$ cat src/rtl/fc_sequencer_if.sv
// Datapath link between the sequencer and fc_module: phase command/size out, done pulses and result in.
// Pure wiring, no latency of its own.
// No backpressure; the datapath acknowledges each phase with a one-cycle done pulse.
interface fc_sequencer_if #(
   parameter int SIZE_W = 21
);
   logic [2:0]        receiveCommand;
   logic [SIZE_W-1:0] receive_size;
   logic              feature_receive_done;
   logic              bias_receive_done;
   logic              weight_receive_done;
   logic              fc_done;
   logic [31:0]       max_index;

   // Sequencer side: issues commands, consumes done pulses and the result.
   modport master (
      output receiveCommand,
      output receive_size,
      input  feature_receive_done,
      input  bias_receive_done,
      input  weight_receive_done,
      input  fc_done,
      input  max_index
   );

   // Datapath side: consumes commands, produces done pulses and the result.
   modport slave (
      input  receiveCommand,
      input  receive_size,
      output feature_receive_done,
      output bias_receive_done,
      output weight_receive_done,
      output fc_done,
      output max_index
   );
endinterface

$ cat src/rtl/fc_sequencer.sv
// Runs one FC inference (feature, bias, N weight chunks, compute) against fc_module with per-phase watchdog.
// All outputs registered: start -> first command next cycle; done pulse -> 1-cycle GAP -> next command.
// No backpressure: phases advance only on matching done pulses; start while busy is dropped.
module fc_sequencer #(
   parameter int SIZE_W    = 21,
   parameter int CHUNK_W   = 8,
   parameter int TIMEOUT_W = 20
) (
   input  logic                 CLK,
   input  logic                 RESET,
   input  logic                 start,
   input  logic                 abort,
   input  logic [SIZE_W-1:0]    feat_size,
   input  logic [SIZE_W-1:0]    bias_size,
   input  logic [SIZE_W-1:0]    weight_size,
   input  logic [CHUNK_W-1:0]   weight_chunks,
   input  logic [TIMEOUT_W-1:0] timeout_limit,
   fc_sequencer_if.master       dp,
   output logic                 busy,
   output logic                 seq_done,
   output logic                 error,
   output logic [2:0]           err_phase,
   output logic [31:0]          result_index,
   output logic [31:0]          cycle_count
);

   typedef enum logic [2:0] {
      S_IDLE = 3'd0,
      S_FEAT = 3'd1,
      S_BIAS = 3'd2,
      S_WGT  = 3'd3,
      S_COMP = 3'd4,
      S_GAP  = 3'd5,
      S_FIN  = 3'd6,
      S_ERR  = 3'd7
   } state_t;

   state_t               state_q, state_d;
   state_t               last_q, last_d;      // phase that just finished, consulted in GAP
   logic [SIZE_W-1:0]    feat_sz_q, feat_sz_d;
   logic [SIZE_W-1:0]    bias_sz_q, bias_sz_d;
   logic [SIZE_W-1:0]    wgt_sz_q, wgt_sz_d;
   logic [CHUNK_W-1:0]   chunks_q, chunks_d;
   logic [TIMEOUT_W-1:0] limit_q, limit_d;
   logic [CHUNK_W-1:0]   chunk_cnt_q, chunk_cnt_d;
   logic [TIMEOUT_W-1:0] wd_q, wd_d;
   logic [2:0]           cmd_q, cmd_d;
   logic [SIZE_W-1:0]    size_q, size_d;
   logic                 busy_q, busy_d;
   logic                 seq_done_q, seq_done_d;
   logic                 error_q, error_d;
   logic [2:0]           err_phase_q, err_phase_d;
   logic [31:0]          result_q, result_d;
   logic [31:0]          cyc_q, cyc_d;

   logic                 in_phase;
   logic                 phase_done;
   logic                 wd_expire;
   logic                 go_err;

   // Picks the next phase after 'from', skipping empty phases; COMP is the fallback and never skipped.
   function automatic state_t next_phase(input state_t from, input logic f_nz,
                                         input logic b_nz, input logic w_more);
      state_t nxt;
      nxt = S_COMP;
      if (w_more)
         nxt = S_WGT;
      if (b_nz && (from == S_IDLE || from == S_FEAT))
         nxt = S_BIAS;
      if (f_nz && from == S_IDLE)
         nxt = S_FEAT;
      return nxt;
   endfunction

   // Next-state, shadow config, counters and registered output values.
   always_comb begin
      state_d     = state_q;
      last_d      = last_q;
      feat_sz_d   = feat_sz_q;
      bias_sz_d   = bias_sz_q;
      wgt_sz_d    = wgt_sz_q;
      chunks_d    = chunks_q;
      limit_d     = limit_q;
      chunk_cnt_d = chunk_cnt_q;
      error_d     = error_q;
      err_phase_d = err_phase_q;
      result_d    = result_q;
      cyc_d       = cyc_q;
      go_err      = 1'b0;
      cmd_d       = 3'd0;
      size_d      = '0;
      busy_d      = 1'b0;
      seq_done_d  = 1'b0;

      in_phase   = (state_q == S_FEAT) || (state_q == S_BIAS) ||
                   (state_q == S_WGT)  || (state_q == S_COMP);
      phase_done = ((state_q == S_FEAT) && dp.feature_receive_done) ||
                   ((state_q == S_BIAS) && dp.bias_receive_done)    ||
                   ((state_q == S_WGT)  && dp.weight_receive_done)  ||
                   ((state_q == S_COMP) && dp.fc_done);
      wd_expire  = (limit_q != '0) && (wd_q == limit_q);

      // Run-time counter covers every busy cycle through FIN and saturates.
      if (state_q != S_IDLE && state_q != S_ERR && cyc_q != '1)
         cyc_d = cyc_q + 32'd1;

      case (state_q)
         S_IDLE, S_ERR: begin
            if (start) begin
               feat_sz_d   = feat_size;
               bias_sz_d   = bias_size;
               wgt_sz_d    = weight_size;
               chunks_d    = weight_chunks;
               limit_d     = timeout_limit;
               chunk_cnt_d = '0;
               cyc_d       = '0;
               error_d     = 1'b0;
               err_phase_d = 3'd0;
               state_d     = next_phase(S_IDLE, feat_size != '0, bias_size != '0,
                                        (weight_size != '0) && (weight_chunks != '0));
            end
         end
         S_FEAT, S_BIAS, S_WGT, S_COMP: begin
            // Abort beats a done pulse; a done pulse beats watchdog expiry.
            if (abort) begin
               go_err = 1'b1;
            end else if (phase_done) begin
               if (state_q == S_COMP) begin
                  result_d = dp.max_index;
                  state_d  = S_FIN;
               end else begin
                  if (state_q == S_WGT)
                     chunk_cnt_d = chunk_cnt_q + 1'b1;
                  last_d  = state_q;
                  state_d = S_GAP;
               end
            end else if (wd_expire) begin
               go_err = 1'b1;
            end
         end
         S_GAP: begin
            if (abort)
               go_err = 1'b1;
            else
               state_d = next_phase(last_q, feat_sz_q != '0, bias_sz_q != '0,
                                    (wgt_sz_q != '0) && (chunk_cnt_q < chunks_q));
         end
         S_FIN: begin
            if (abort)
               go_err = 1'b1;
            else
               state_d = S_IDLE;
         end
         default: state_d = S_IDLE;
      endcase

      if (go_err) begin
         state_d     = S_ERR;
         error_d     = 1'b1;
         err_phase_d = cmd_q;
      end

      // Watchdog restarts on every state change, so each phase entry sees zero.
      wd_d = (in_phase && state_d == state_q) ? wd_q + 1'b1 : '0;

      // Outputs are decoded from the upcoming state so they line up with it.
      case (state_d)
         S_FEAT: begin cmd_d = 3'd1; size_d = feat_sz_d; end
         S_BIAS: begin cmd_d = 3'd2; size_d = bias_sz_d; end
         S_WGT:  begin cmd_d = 3'd3; size_d = wgt_sz_d;  end
         S_COMP: begin cmd_d = 3'd4; size_d = '0;        end
         default: begin cmd_d = 3'd0; size_d = '0;       end
      endcase
      busy_d     = (state_d != S_IDLE) && (state_d != S_ERR);
      seq_done_d = (state_d == S_FIN);
   end

   // State, shadow and output registers with synchronous reset.
   always_ff @(posedge CLK) begin
      if (RESET) begin
         state_q     <= S_IDLE;
         last_q      <= S_IDLE;
         feat_sz_q   <= '0;
         bias_sz_q   <= '0;
         wgt_sz_q    <= '0;
         chunks_q    <= '0;
         limit_q     <= '0;
         chunk_cnt_q <= '0;
         wd_q        <= '0;
         cmd_q       <= 3'd0;
         size_q      <= '0;
         busy_q      <= 1'b0;
         seq_done_q  <= 1'b0;
         error_q     <= 1'b0;
         err_phase_q <= 3'd0;
         result_q    <= '0;
         cyc_q       <= '0;
      end else begin
         state_q     <= state_d;
         last_q      <= last_d;
         feat_sz_q   <= feat_sz_d;
         bias_sz_q   <= bias_sz_d;
         wgt_sz_q    <= wgt_sz_d;
         chunks_q    <= chunks_d;
         limit_q     <= limit_d;
         chunk_cnt_q <= chunk_cnt_d;
         wd_q        <= wd_d;
         cmd_q       <= cmd_d;
         size_q      <= size_d;
         busy_q      <= busy_d;
         seq_done_q  <= seq_done_d;
         error_q     <= error_d;
         err_phase_q <= err_phase_d;
         result_q    <= result_d;
         cyc_q       <= cyc_d;
      end
   end

   assign dp.receiveCommand = cmd_q;
   assign dp.receive_size   = size_q;
   assign busy              = busy_q;
   assign seq_done          = seq_done_q;
   assign error             = error_q;
   assign err_phase         = err_phase_q;
   assign result_index      = result_q;
   assign cycle_count       = cyc_q;

endmodule

$ cat src/flat_wrapper.sv
// flat-port wrapper written by rule: the top's interface ports become plain ports
module fc_sequencer_flat 
#(
   parameter int SIZE_W    = 21,
   parameter int CHUNK_W   = 8,
   parameter int TIMEOUT_W = 20
)
  (CLK, RESET, start, abort, feat_size, bias_size, weight_size, weight_chunks, timeout_limit, busy, seq_done, error, err_phase, result_index, cycle_count, dp_receiveCommand, dp_receive_size, dp_feature_receive_done, dp_bias_receive_done, dp_weight_receive_done, dp_fc_done, dp_max_index);
  fc_sequencer_if #(.SIZE_W(SIZE_W)) dp_i ();
  input  logic CLK;
  input  logic RESET;
  input  logic start;
  input  logic abort;
  input  logic [SIZE_W-1:0] feat_size;
  input  logic [SIZE_W-1:0] bias_size;
  input  logic [SIZE_W-1:0] weight_size;
  input  logic [CHUNK_W-1:0] weight_chunks;
  input  logic [TIMEOUT_W-1:0] timeout_limit;
  output logic busy;
  output logic seq_done;
  output logic error;
  output logic [2:0] err_phase;
  output logic [31:0] result_index;
  output logic [31:0] cycle_count;
  output wire logic [$bits(dp_i.receiveCommand)-1:0] dp_receiveCommand;
  output wire logic [$bits(dp_i.receive_size)-1:0] dp_receive_size;
  input wire logic [$bits(dp_i.feature_receive_done)-1:0] dp_feature_receive_done;
  input wire logic [$bits(dp_i.bias_receive_done)-1:0] dp_bias_receive_done;
  input wire logic [$bits(dp_i.weight_receive_done)-1:0] dp_weight_receive_done;
  input wire logic [$bits(dp_i.fc_done)-1:0] dp_fc_done;
  input wire logic [$bits(dp_i.max_index)-1:0] dp_max_index;
  assign dp_receiveCommand = dp_i.receiveCommand;
  assign dp_receive_size = dp_i.receive_size;
  assign dp_i.feature_receive_done = dp_feature_receive_done;
  assign dp_i.bias_receive_done = dp_bias_receive_done;
  assign dp_i.weight_receive_done = dp_weight_receive_done;
  assign dp_i.fc_done = dp_fc_done;
  assign dp_i.max_index = dp_max_index;
  fc_sequencer #(.SIZE_W(SIZE_W), .CHUNK_W(CHUNK_W), .TIMEOUT_W(TIMEOUT_W)) u_core (.CLK(CLK), .RESET(RESET), .start(start), .abort(abort), .feat_size(feat_size), .bias_size(bias_size), .weight_size(weight_size), .weight_chunks(weight_chunks), .timeout_limit(timeout_limit), .dp(dp_i), .busy(busy), .seq_done(seq_done), .error(error), .err_phase(err_phase), .result_index(result_index), .cycle_count(cycle_count));
endmodule
$ cat config.mk
export PLATFORM = sky130hd
export DESIGN_NAME = fc_sequencer_flat
export DESIGN_NICKNAME = d
export VERILOG_FILES = /design/src/rtl/fc_sequencer_if.sv /design/src/rtl/fc_sequencer.sv /design/src/flat_wrapper.sv
export SDC_FILE = /design/constraint.sdc
export NUM_CORES = 1
export LEC_CHECK = 0
export ABC_AREA = 1
export BUFFER_PORTS_ARGS = -buffer_cell sky130_fd_sc_hd__buf_2
export CORE_MARGIN = 1
export CORE_UTILIZATION = 55
export CTS_CLUSTER_SIZE = 25
export DETAILED_ROUTE_END_ITERATION = 8
export GPL_TIMING_DRIVEN = 0
export HOLD_SLACK_MARGIN = 0.06
export PLACE_DENSITY = 0.8
export SETUP_SLACK_MARGIN = 0.5
export SYNTH_ARGS = -nofsm -noshare
export SYNTH_HDL_FRONTEND = slang
export SYNTH_SLANG_ARGS = --single-unit
$ cat constraint.sdc
create_clock -name CLK -period 3.25 [get_ports CLK]
set_input_delay 0.4875 -clock CLK [delete_from_list [all_inputs] [get_ports CLK]]
set_output_delay 0.4875 -clock CLK [all_outputs]
set_load 0.01 [all_outputs]
Word level (Yosys, flattened, before mapping) --
Cells that the tools add are included.
Operators by class: multiplexer cells 42, bitwise gates (word level) 3, eq/ne operators 23, shift-type cells 0, $lt $le $gt $ge 1, add/sub/neg operators 3, reduce and logical (&&, ||, !) cells 44, divide/modulo/power cells 0, multiply operators 0
Operators with widths (count):
- 21-bit two-way mux | 6
- 21-bit nonzero test | 6
- 32-bit two-way mux | 3
- 21-bit case mux with 3 select lines | 1
- 3-bit two-way mux | 15
- 8-bit two-way mux | 5
- 32-bit by 1-bit adder with 32-bit output (second input constant) | 1
- 32-bit != test (second input constant) | 1
- 3-bit case mux with 4 select lines | 2
- 20-bit by 1-bit adder with 20-bit output (second input constant) | 1
- 20-bit == test | 1
- 20-bit nonzero test | 1
- 3-bit == test (second input constant) | 6
- 8-bit case mux with 2 select lines | 1
- 1-bit logical AND | 13
- 3-bit by 2-bit == test with 1-bit output (second input constant) | 4
- 3-bit by 1-bit == test with 1-bit output (second input constant) | 3
- 8-bit by 1-bit adder with 8-bit output (second input constant) | 1
- 8-bit < comparator | 1
- 4-bit AND reduction | 2
- 8-bit nonzero test | 1
- 1-bit logical OR | 7
- 1-bit two-way mux | 7
- 3-bit zero test | 2
- other kinds (13) | 25
Storage, ports and cells: bits of input ports 131, bits in read-only memories 0, RAM bits 0, word-level logic and storage cells 133, output and inout port bits 94, bits in latches 0, register bits 219, memories 0

Depth between registers and ports, before layout --
Gate-level depths: netlist of run 1.
depth in word-level cells 13, depth in mapped cells 19, mapped depth without buffers 18

Worst setup path after synthesis of run 1 --
OpenSTA, ideal clock, no wires.
path kind input to register, from input abort, to register u_core.chunk_cnt_q[7], data required time 3135 ps, setup time 115 ps, data arrival time 1862 ps, buffers on the path 1, path slack 1273 ps, stages on the path 11, cell sequence inv_1 -> clkbuf_1 -> a21oi_1 -> nor3b_1 -> nand2_1 -> nor3_1 -> nand2_1 -> nor2_1 -> nand3_1 -> nand2_1 -> nor2_1
Between the ends: word-level cells in the longest chain between the ends 2
Ends and longest elaborated chain:
- from (decl) | RTL line flat_wrapper.sv:13 | input logic abort;
- 2-bit != test (no source line)
- 6-bit AND reduction (no source line)
- to (signal assigned) | RTL line fc_sequencer.sv:206 | chunk_cnt_q <= chunk_cnt_d;
- to (decl) | RTL line fc_sequencer.sv:45 | logic [CHUNK_W-1:0] chunk_cnt_q, chunk_cnt_d;
Every way passes these cells. A chain may end at the register's enable or synchronous reset.

Worst setup path in the final report of run 1 --
from register u_core.state_q[2], to register u_core.limit_q[17]
Between the ends: word-level cells in the longest chain between the ends 3, elaborated cells between the ends (all ways) 4, classes of those cells 1 x eq/ne; 3 x reduce/logical
Ends and longest elaborated chain:
- from (decl) | RTL line fc_sequencer.sv:38 | state_t state_q, state_d;
- from (signal assigned) | RTL line fc_sequencer.sv:199 | state_q <= state_d;
- 3-bit == test / 3-bit zero test (equally long branches) | RTL line fc_sequencer.sv:107 | case (state_q)
- 2-bit OR reduction (*) | RTL line fc_sequencer.sv:107
- 2-bit AND reduction (no source line) (*)
- to (signal assigned) | RTL line fc_sequencer.sv:205 | limit_q <= limit_d;
- to (decl) | RTL line fc_sequencer.sv:44 | logic [TIMEOUT_W-1:0] limit_q, limit_d;
Mark *: on every way between the ends. The rest lies on a longest branch, timed or not.

==> key figures, run 1 <==
Job
  • Max-cap check violation count: 0

Place
  • Placed cell area: 12200 um^2
  • Global placer's final weighted congestion: 0.937
  • IO Port Bufs: between 200 and 250
  • HPWL Detailed: between 20000 and 25000 um

Routing
  • DRC Markers: 0
  • Initial DRC Count: 691
  • Via-to-Cell Ratio: 5.18
  • Post-route ant nets: 0
  • WL final: 30000 um
  • Vias post-DR: 11104
  • Top Layer Used: met4
  • Met3 WL: 1780 um
  • Routed wire length on met2: about 14000 um
  • Pre-Repair DR Iteration Count: 5
  • Routed length on met1: 12900 um
  • Wire length per cell: 14.0 um

Synthesis
  • Post-synthesis mux area share: 0%
  • Number of distinct library cells after synthesis: 39
  • Post-synthesis xor/xnor area fraction: ~1.9%
  • Syn Nets: 1759
  • Largest family of logic cells by synthesized area: simple AND/OR/NAND/NOR gates
  • Avg Inst Size Synth: 6.66 um^2
  • Post-synthesis sequential area ratio: between 40% and 50%
  • Synthesized instance count: 1618
  • Synth Cell Area: 10800 um^2
  • Register bit count reported by yosys: 219
  • Simple-gate share of the synthesized area: 33.1%
  • Compound-Gate Fraction of Synth Area: 10.9%
  • Yosys Warn Count: 0
  • Synth Area in Adders: approximately 1.2%

Layout
  • Syn-to-layout area delta: 20.1%
  • Commonest non-fill, non-tap cell in the layout: nand2_1
  • Final Util: 68.3%
  • Sequential standard cell area: 4380 um^2
  • Final net count: ~2000
  • Layout cells sized above 1: 17.5%
  • Fillers: 1671
  • Final instance area: approximately 13000 um^2
  • Area of the multi-input gates: 5070 um^2
  • Most frequent cells in the layout: 324 x nand2_1, 258 x inv_1, 238 x buf_2
  • N_diodes: 0

Worst setup path
  • Startpoint Class: flop
  • CP arrival: 2.94 ns
  • Critical Path RT: between 3 and 4 ns
  • Cell breakdown of the critical path: inv_2 > nor2_4 > nor2_4 > nand2_1 > buf_2 > clkbuf_1 > clkbuf_1 > o21ai_0 > a21oi_1
  • Critical path's largest stage delay: roughly 0.47 ns
  • Critical path's slowest cell: dfxtp_1
  • Worst Setup End Kind: flop
  • Kind of critical path: flop to flop
  • Crit-path max FO: 10

STA
  • Setup Skew: approximately 0.013 ns
  • Setup TNS Final: 0 ns
  • Final min period: 2.50 ns
  • Worst rel slew slack: 54.9%
  • Slew Limit Fails: 0
  • # setup viols final: 0
  • RSZ-0062 raised after global routing: no
  • Worst-margin pin slew: between 0.6 and 0.7 ns
  • Final Hold Viols: 0
  • Hold slack: 0.234 ns
  • Ratio of final minimum period to clock period: 77.0%
  • Fmax: 400 MHz

Floorplanning
  • # rows: 50
  • Core Area: 19000 um^2
  • Die W: 142 um
  • I/O Pins: 225
  • Initial Util: 56.9%
  • Die Area: 20200 um^2
  • Die Ht: approximately 140 um

Power and ir drop
  • Internal Pwr Total: 6.03 mW
  • Worst VDD drop: 0.000469 V
  • Static leakage: 6.02 nW
  • Sw Share: 42.5%
  • P per Cell Area: about 810 nW/um^2
  • Clk network pwr share: 24.4%
  • Net Sw Power: between 4 and 5 mW
  • Seq pwr share: 32.7%
  • Power share of the combinational group: 43.0%

Status
  • Run status: finished clean

Clock network
  • CTS root buffer: clkbuf_16
  • Worst-skew pair later-pin latency: between 0.5 and 0.6 ns
  • Post-CTS setup buffer count: 0
  • CTS Buffer Depth: 3
  • Clock transition at the registers of the reported paths: 0.06 ns
  • Cells resized by post-CTS repair: 0
  • CTS tree: done
  • Total CTS buffers: 23
  • H-tree levels: 1
  • CTS Sinks: 219
  • CTS Hold Bufs: 0

Global route
  • Largest net degree at the start of global routing: 14
  • Initial antenna violation count: 1
  • GRT Residual Overflow: 0
  • Vias in the first global route: 10306
  • Global-route wire length before repair: 48300 um
  • GRT Util Overall: 29.4%

Worst hold path
  • HP Class: input port to flop
-- critical path: cells and delay by family (launching register included) --
kind	cells	cell delay, ns
AO/OA/AOI/OAI	2	0.39
buffers and inverters	4	1.23
flip-flops	1	0.47
AND/OR/NAND/NOR	3	0.32
-- final cells by class --
type                    count  share of cell area, %
multi-input cells        1063                   39.2
clock inverters            10                  0.609
inverters                 264                   7.65
plain buffers              72                   2.58
repair buffers            223                   8.62
well taps                 260                   2.51
clock buffers              32                   5.01
flip-flops and latches    219                   33.9
-- sequential cells by signal (all words and copies together) (netlist names) --
| register | count |
|---|---|
| u_core.chunks_q | 8 |
| u_core.chunk_cnt_q | 8 |
| u_core.last_q | 3 |
| u_core.bias_sz_q | 21 |
| u_core.result_index | 32 |
| u_core.dp.receiveCommand | 3 |
| u_core.limit_q | 20 |
| u_core.err_phase | 3 |
| u_core.dp.receive_size | 21 |
| u_core.seq_done | 1 |
| u_core.state_q | 3 |
| u_core.cycle_count | 32 |
| u_core.wd_q | 20 |
| u_core.error | 1 |
| u_core.busy | 1 |
| u_core.feat_sz_q | 21 |
| u_core.wgt_sz_q | 21 |
-- synthesized netlist by cell type, drive strengths merged --
| library cell | n | area, um^2 |
|---|---|---|
| a221oi | 1 | 8.76 |
| o21a | 4 | 30.0 |
| a2bb2oi | 2 | 17.5 |
| a21oi | 99 | 495 |
| nor3b | 2 | 15.0 |
| buf | 31 | 180 |
| xor2 | 20 | 175 |
| nor4 | 7 | 50.1 |
| or2 | 4 | 25.0 |
| inv | 263 | 987 |
| and3 | 2 | 12.5 |
| clkinv | 1 | 3.75 |
| nor2 | 227 | 897 |
| nor3 | 48 | 340 |
| nand4 | 33 | 213 |
| o21ai | 115 | 579 |
| xnor2 | 3 | 26.3 |
| o21bai | 1 | 7.51 |
| nand3 | 152 | 771 |
| a211oi | 2 | 15.0 |
| dfxtp | 219 | 4380 |
| nand2 | 328 | 1250 |
| clkbuf | 41 | 154 |
| ha | 10 | 125 |
| o211ai | 2 | 15.0 |
| a31oi | 1 | 6.26 |
-- stage by stage --
| stage | std cells | total power [mW] | worst slack, ns |
|---|---|---|---|
| after global routing | 2143 | 11.2 | 0.518 |
| final | 2143 | 10.5 | 0.749 |
| after detailed placement | 2101 | 7.90 | 0.688 |
| after floorplan | 1618 | 6.65 | 1.27 |
| after CTS | 2143 | 10.5 | 0.808 |
| after global placement | 2101 | 7.80 | 0.686 |
-- routing by layer --
| layer | up-vias | GRT usage [%] |
|---|---|---|
| met5 | - | 0 |
| met2 | 387 | 49.9 |
| met3 | 76 | 4.00 |
| met1 | 5044 | 37.7 |
| met4 | 0 | 11.8 |
| li1 | 5597 | - |
-- cells by family (layout without fill, tap and decap cells) --
group	count (synthesis)	after routing
fa+ha+maj	10	10
compound gates	227	227
simple gates	803	803
flops	219	219
xor+xnor	23	23
buf+inv	336	601
-- path summary, 6_finish.rpt --
check	from	end	slack, ns	cells after the start
min reg2reg	u_core.result_index[11]$_SDFFE_PP0P_	u_core.result_index[11]$_SDFFE_PP0P_	0.46	2
max reg2reg	u_core.state_q[2]$_SDFF_PP0_	u_core.limit_q[17]$_SDFFE_PP0P_	0.75	9
min	dp_max_index[8]	u_core.result_index[8]$_SDFFE_PP0P_	0.23	3
max	u_core.state_q[2]$_SDFF_PP0_	u_core.limit_q[17]$_SDFFE_PP0P_	0.75	9
-- power groups by stage --
stage          sequential, mW  clock (mW)  combinational, mW
2_1_floorplan            3.49           0               3.16
3_3_place_gp             3.46           0               4.34
3_5_place_dp             3.47           0               4.42
4_1_cts                  3.42        2.58               4.47
5_1_grt                  3.47        2.70               5.04
6_report                 3.43        2.56               4.51
(Power assumes the default switching activity.)
==> run 2: changes to the inputs <==
--- a/config.mk
+++ b/config.mk
@@ -5,10 +5,10 @@
 export SDC_FILE = /design/constraint.sdc
 export NUM_CORES = 1
 export LEC_CHECK = 0
-export ABC_AREA = 1
+export ABC_AREA = 0
 export BUFFER_PORTS_ARGS = -buffer_cell sky130_fd_sc_hd__buf_2
 export CORE_MARGIN = 1
-export CORE_UTILIZATION = 55
+export CORE_UTILIZATION = 54
 export CTS_CLUSTER_SIZE = 25
 export DETAILED_ROUTE_END_ITERATION = 8
 export GPL_TIMING_DRIVEN = 0
==> constraint.sdc (replaced) <==
create_clock -name CLK -period 2.6 [get_ports CLK]
set_input_delay 0.39 -clock CLK [delete_from_list [all_inputs] [get_ports CLK]]
set_output_delay 0.39 -clock CLK [all_outputs]
set_load 0.01 [all_outputs]
==> key figures, run 2 <==
Place
  • IO Port Bufs: 222 (-0.45%)
  • Placed cell area: 11300 um^2 (-7.8%)
  • # placed instances: 1638 (-22%)
  • HPWL Detailed: 22200 um (-3.2%)
  • DP Worst Slack: -0.473 ns (-1.16 ns)
  • Global placer's final weighted congestion: 0.969 (+3.5%)

Power and ir drop
  • Static leakage: 5.83 nW (-3.1%)
  • Worst VDD drop: 0.000763 V (+63%)
  • P per Cell Area: 1120 nW/um^2 (+38%)

Global route
  • GRT Util Overall: 33.1% (+3.7 points)
  • Initial antenna violation count: 2 (+1)
  • Global-route wire length before repair: 48100 um (-0.34%)
  • M2 GR Usage: 56.2% (+6.3 points)
  • Met3 Track Usage GR: 5.67% (+1.7 points)
  • Most Crowded Layer GR: met2
  • Largest net degree at the start of global routing: 14 (unchanged)
  • GRT Residual Overflow: 0 (unchanged)
  • GR Layer Usage met1: 40.9% (+3.3 points)
  • Vias in the first global route: 9299 (-9.8%)

Worst setup path
  • Critical Path RT: 3.01 ns (-0.68 ns)
  • Reg-to-reg startpoint: u_core.state_q[1]$_SDFF_PP0_
  • Worst Setup End Kind: flop
  • Flop2flop setup slack: -0.64 ns (-1.39 ns)
  • Startpoint Class: flop
  • Reg2Reg Depth: 14 (+5)
  • Crit-path max FO: 7 (-3)
  • Kind of critical path: flop to flop
  • RR Endpoint: u_core.dp.receive_size[8]$_SDFF_PP0_
  • CP arrival: 3.65 ns (+0.71 ns)

Layout
  • Most frequent cells in the layout: 300 x nand2_1, 228 x buf_2, 195 x dfxtp_1
  • Final instance area: 13900 um^2 (+7.1%)
  • Syn-to-layout area delta: 42.0%
  • Fin cells: 1756 (-18%)
  • Final net count: 1655 (-18%)
  • Layout cells sized above 1: 36.6% (+19 points)
  • Fillers: 1029 (-38%)
  • Commonest non-fill, non-tap cell in the layout: nand2_1

Clock network
  • CTS Sinks: 219 (unchanged)
  • Clock transition at the registers of the reported paths: 0.07 ns (about the same)
  • CTS tree: done
  • CTS Hold Bufs: 0 (unchanged)
  • Total CTS buffers: 23 (unchanged)
  • CTS root buffer: clkbuf_16
  • Worst-skew pair later-pin latency: 0.53 ns (about the same)
  • CTS Buffer Depth: 3 (unchanged)
  • H-tree levels: 1 (unchanged)

STA
  • Slew Limit Fails: 0 (unchanged)
  • Fmax: 309 MHz (-23%)
  • Ratio of final minimum period to clock period: 125% (+48 points)
  • Setup TNS Final: -16.01 ns (-16.01 ns)
  • Worst-margin pin slew: 0.912 ns (+0.235 ns)
  • Worst rel slew slack: 39.2% (-16 points)
  • Hold slack: 0.0986 ns (-0.136 ns)
  • RSZ-0062 raised after global routing: yes
  • Setup Skew: 0.0185 ns (+0.00538 ns)
  • # setup viols final: 46 (+46)
  • Final min period: 3.24 ns (+0.738 ns)
  • Final Hold Viols: 0 (unchanged)
  • Final worst setup slack: -0.640 ns (-1.39 ns)

Synthesis
  • Yosys Warn Count: 0 (unchanged)
  • Async set-reset flop share out of synthesis: 0% (unchanged)
  • Yosys top cell area share: 44.9% (+4.2 points)
  • Post-synthesis sequential area ratio: 44.9% (+4.2 points)
  • Syn Nets: 1332 (-24%)
  • Register bit count reported by yosys: 219 (unchanged)
  • Number of distinct library cells after synthesis: 73 (+87%)
  • Synth Cell Area: 9770 um^2 (-9.4%)
  • Synth cell count leaders: 309 x nand2_1, 219 x dfxtp_1, 130 x a21oi_1
  • Avg Inst Size Synth: 8.20 um^2 (+23%)
  • Post-synth EDFFs: 0 (unchanged)
  • Cell accounting for the most synthesized area: dfxtp_1
  • Most frequently used flop master after synthesis: dfxtp_1
  • Most frequent cell after synthesis: nand2_1
  • Synthesized instance count: 1191 (-26%)
  • Main area contributors after synthesis: dfxtp_1 45%, nand2_1 12%, a21oi_1 6.7%

Worst hold path
  • Hold path start: dp_max_index[16]
  • Hold Path Stages: 3 (unchanged)
  • WHS Endpoint: u_core.result_index[16]$_SDFFE_PP0P_
  • HP Class: input port to flop

Routing
  • Wire length per cell: 21.7 um (+55%)
  • Pre-Repair DR Iteration Count: 5 (unchanged)
  • Post-route ant nets: 0 (unchanged)
  • Initial DRC Count: 883 (+28%)
  • WL final: 38100 um (+27%)
  • Via-to-Cell Ratio: 6.21 (+20%)
  • DRC Markers: 0 (unchanged)
  • Vias post-DR: 10912 (-1.7%)

Floorplanning
  • # rows: 48 (-4.0%)
  • Initial Util: 55.9% (-0.96 points)
  • I/O Pins: 225 (unchanged)
  • Die Ht: 137 um (-3.9%)
  • Die W: 137 um (-3.9%)
  • Core Area: 17500 um^2 (-7.8%)
  • Die Area: 18600 um^2 (-7.6%)

Status
  • Failing checks: negative setup slack
  • Run status: finished with violations

Job
  • Max-cap check violation count: 0 (unchanged)
run 2: changes by cell type after synthesis, sizes merged, moves of 31 or more:
cell   delta
inv     -244
nor2    -137
nand3   -127
o21ai   -107
mux2i    +37
xnor2    +32
a21oi    +31
run 2: cell type report:
cell class	instances	area (um^2)	share of cell area [%]
buffer	72	563	4.06
clock buffer	35	691	4.98
inverter	19	73.8	0.532
timing repair buffer	298	1840	13.2
antenna	2	5.00	0.0361
sequential	219	4430	31.9
clock inverter	5	53.8	0.388
tap	225	282	2.03
multi-input combinational	881	5940	42.8
run 2: how the worst max path moves through the flow:
stage	from	endpoint	slack, ns	cells past startpoint
finish	u_core.state_q[1]$_SDFF_PP0_	u_core.dp.receive_size[8]$_SDFF_PP0_	-0.64	14
global route	u_core.state_q[0]$_SDFF_PP0_	u_core.dp.receive_size[2]$_SDFF_PP0_	-0.62	11
CTS	u_core.wgt_sz_q[15]$_SDFF_PP0_	u_core.dp.receive_size[8]$_SDFF_PP0_	-0.24	11
detailed placement	u_core.wgt_sz_q[12]$_SDFF_PP0_	u_core.dp.receive_size[8]$_SDFF_PP0_	-0.47	10
floorplan	weight_size[1]	u_core.busy$_SDFF_PP0_	-0.05	8
global placement	weight_size[1]	u_core.dp.receive_size[8]$_SDFF_PP0_	-0.46	10
run 2: logic make-up after synthesis:
| family | after synthesis | synth area share [%] |
|---|---|---|
| mux | 39 | 4.06 |
| fa+ha+maj | 10 | 1.28 |
| compound gates | 201 | 13.4 |
| flops | 219 | 44.9 |
| buf+inv | 91 | 4.15 |
| simple gates | 559 | 25.8 |
| xor+xnor | 72 | 6.45 |
run 2: repair_timing:
item	CTS	global route
endpoints found under the setup margin	204	200
hold endpoints to repair	0	0
gates cloned	3	1
pin swaps	58	53
buffers inserted	34	38
gates resized for setup	158	197
run 2: where the power goes:
part	internal (mW)	total (mW)	switching [mW]
combinational	3.60	7.87	4.27
sequential	3.93	4.38	0.456
clock	1.92	3.32	1.39
total	9.45	15.6	6.12
run 2: metal layers:
layer	vias up	share of wire (%)
met5	-	0
met1	5159	36
met4	0	7.6
li1	4763	-
met3	237	9.5
met2	753	47
run 2: through the flow:
stage | utilization [%] | power [mW]
final | 79.4 | 15.6
after global routing | 79.4 | 16.0
after CTS | 73.8 | 13.5
after detailed placement | 64.5 | 8.99
after global placement | 64.5 | 8.93
after floorplan | - | 7.59
run 2: worst max-delay path, stage by stage (launching register included):
cell and delay [ns]:
dfxtp_2 0.34, buf_8 0.14, buf_8 0.13, nand2_2 0.08, mux2_4 0.30, buf_4 0.15, o31ai_1 0.65, a41oi_4 0.15
nor3b_2 0.26, and2_4 0.16, buf_6 0.11, and2_4 0.15, buf_6 0.13, buf_6 0.12, a32o_2 0.25
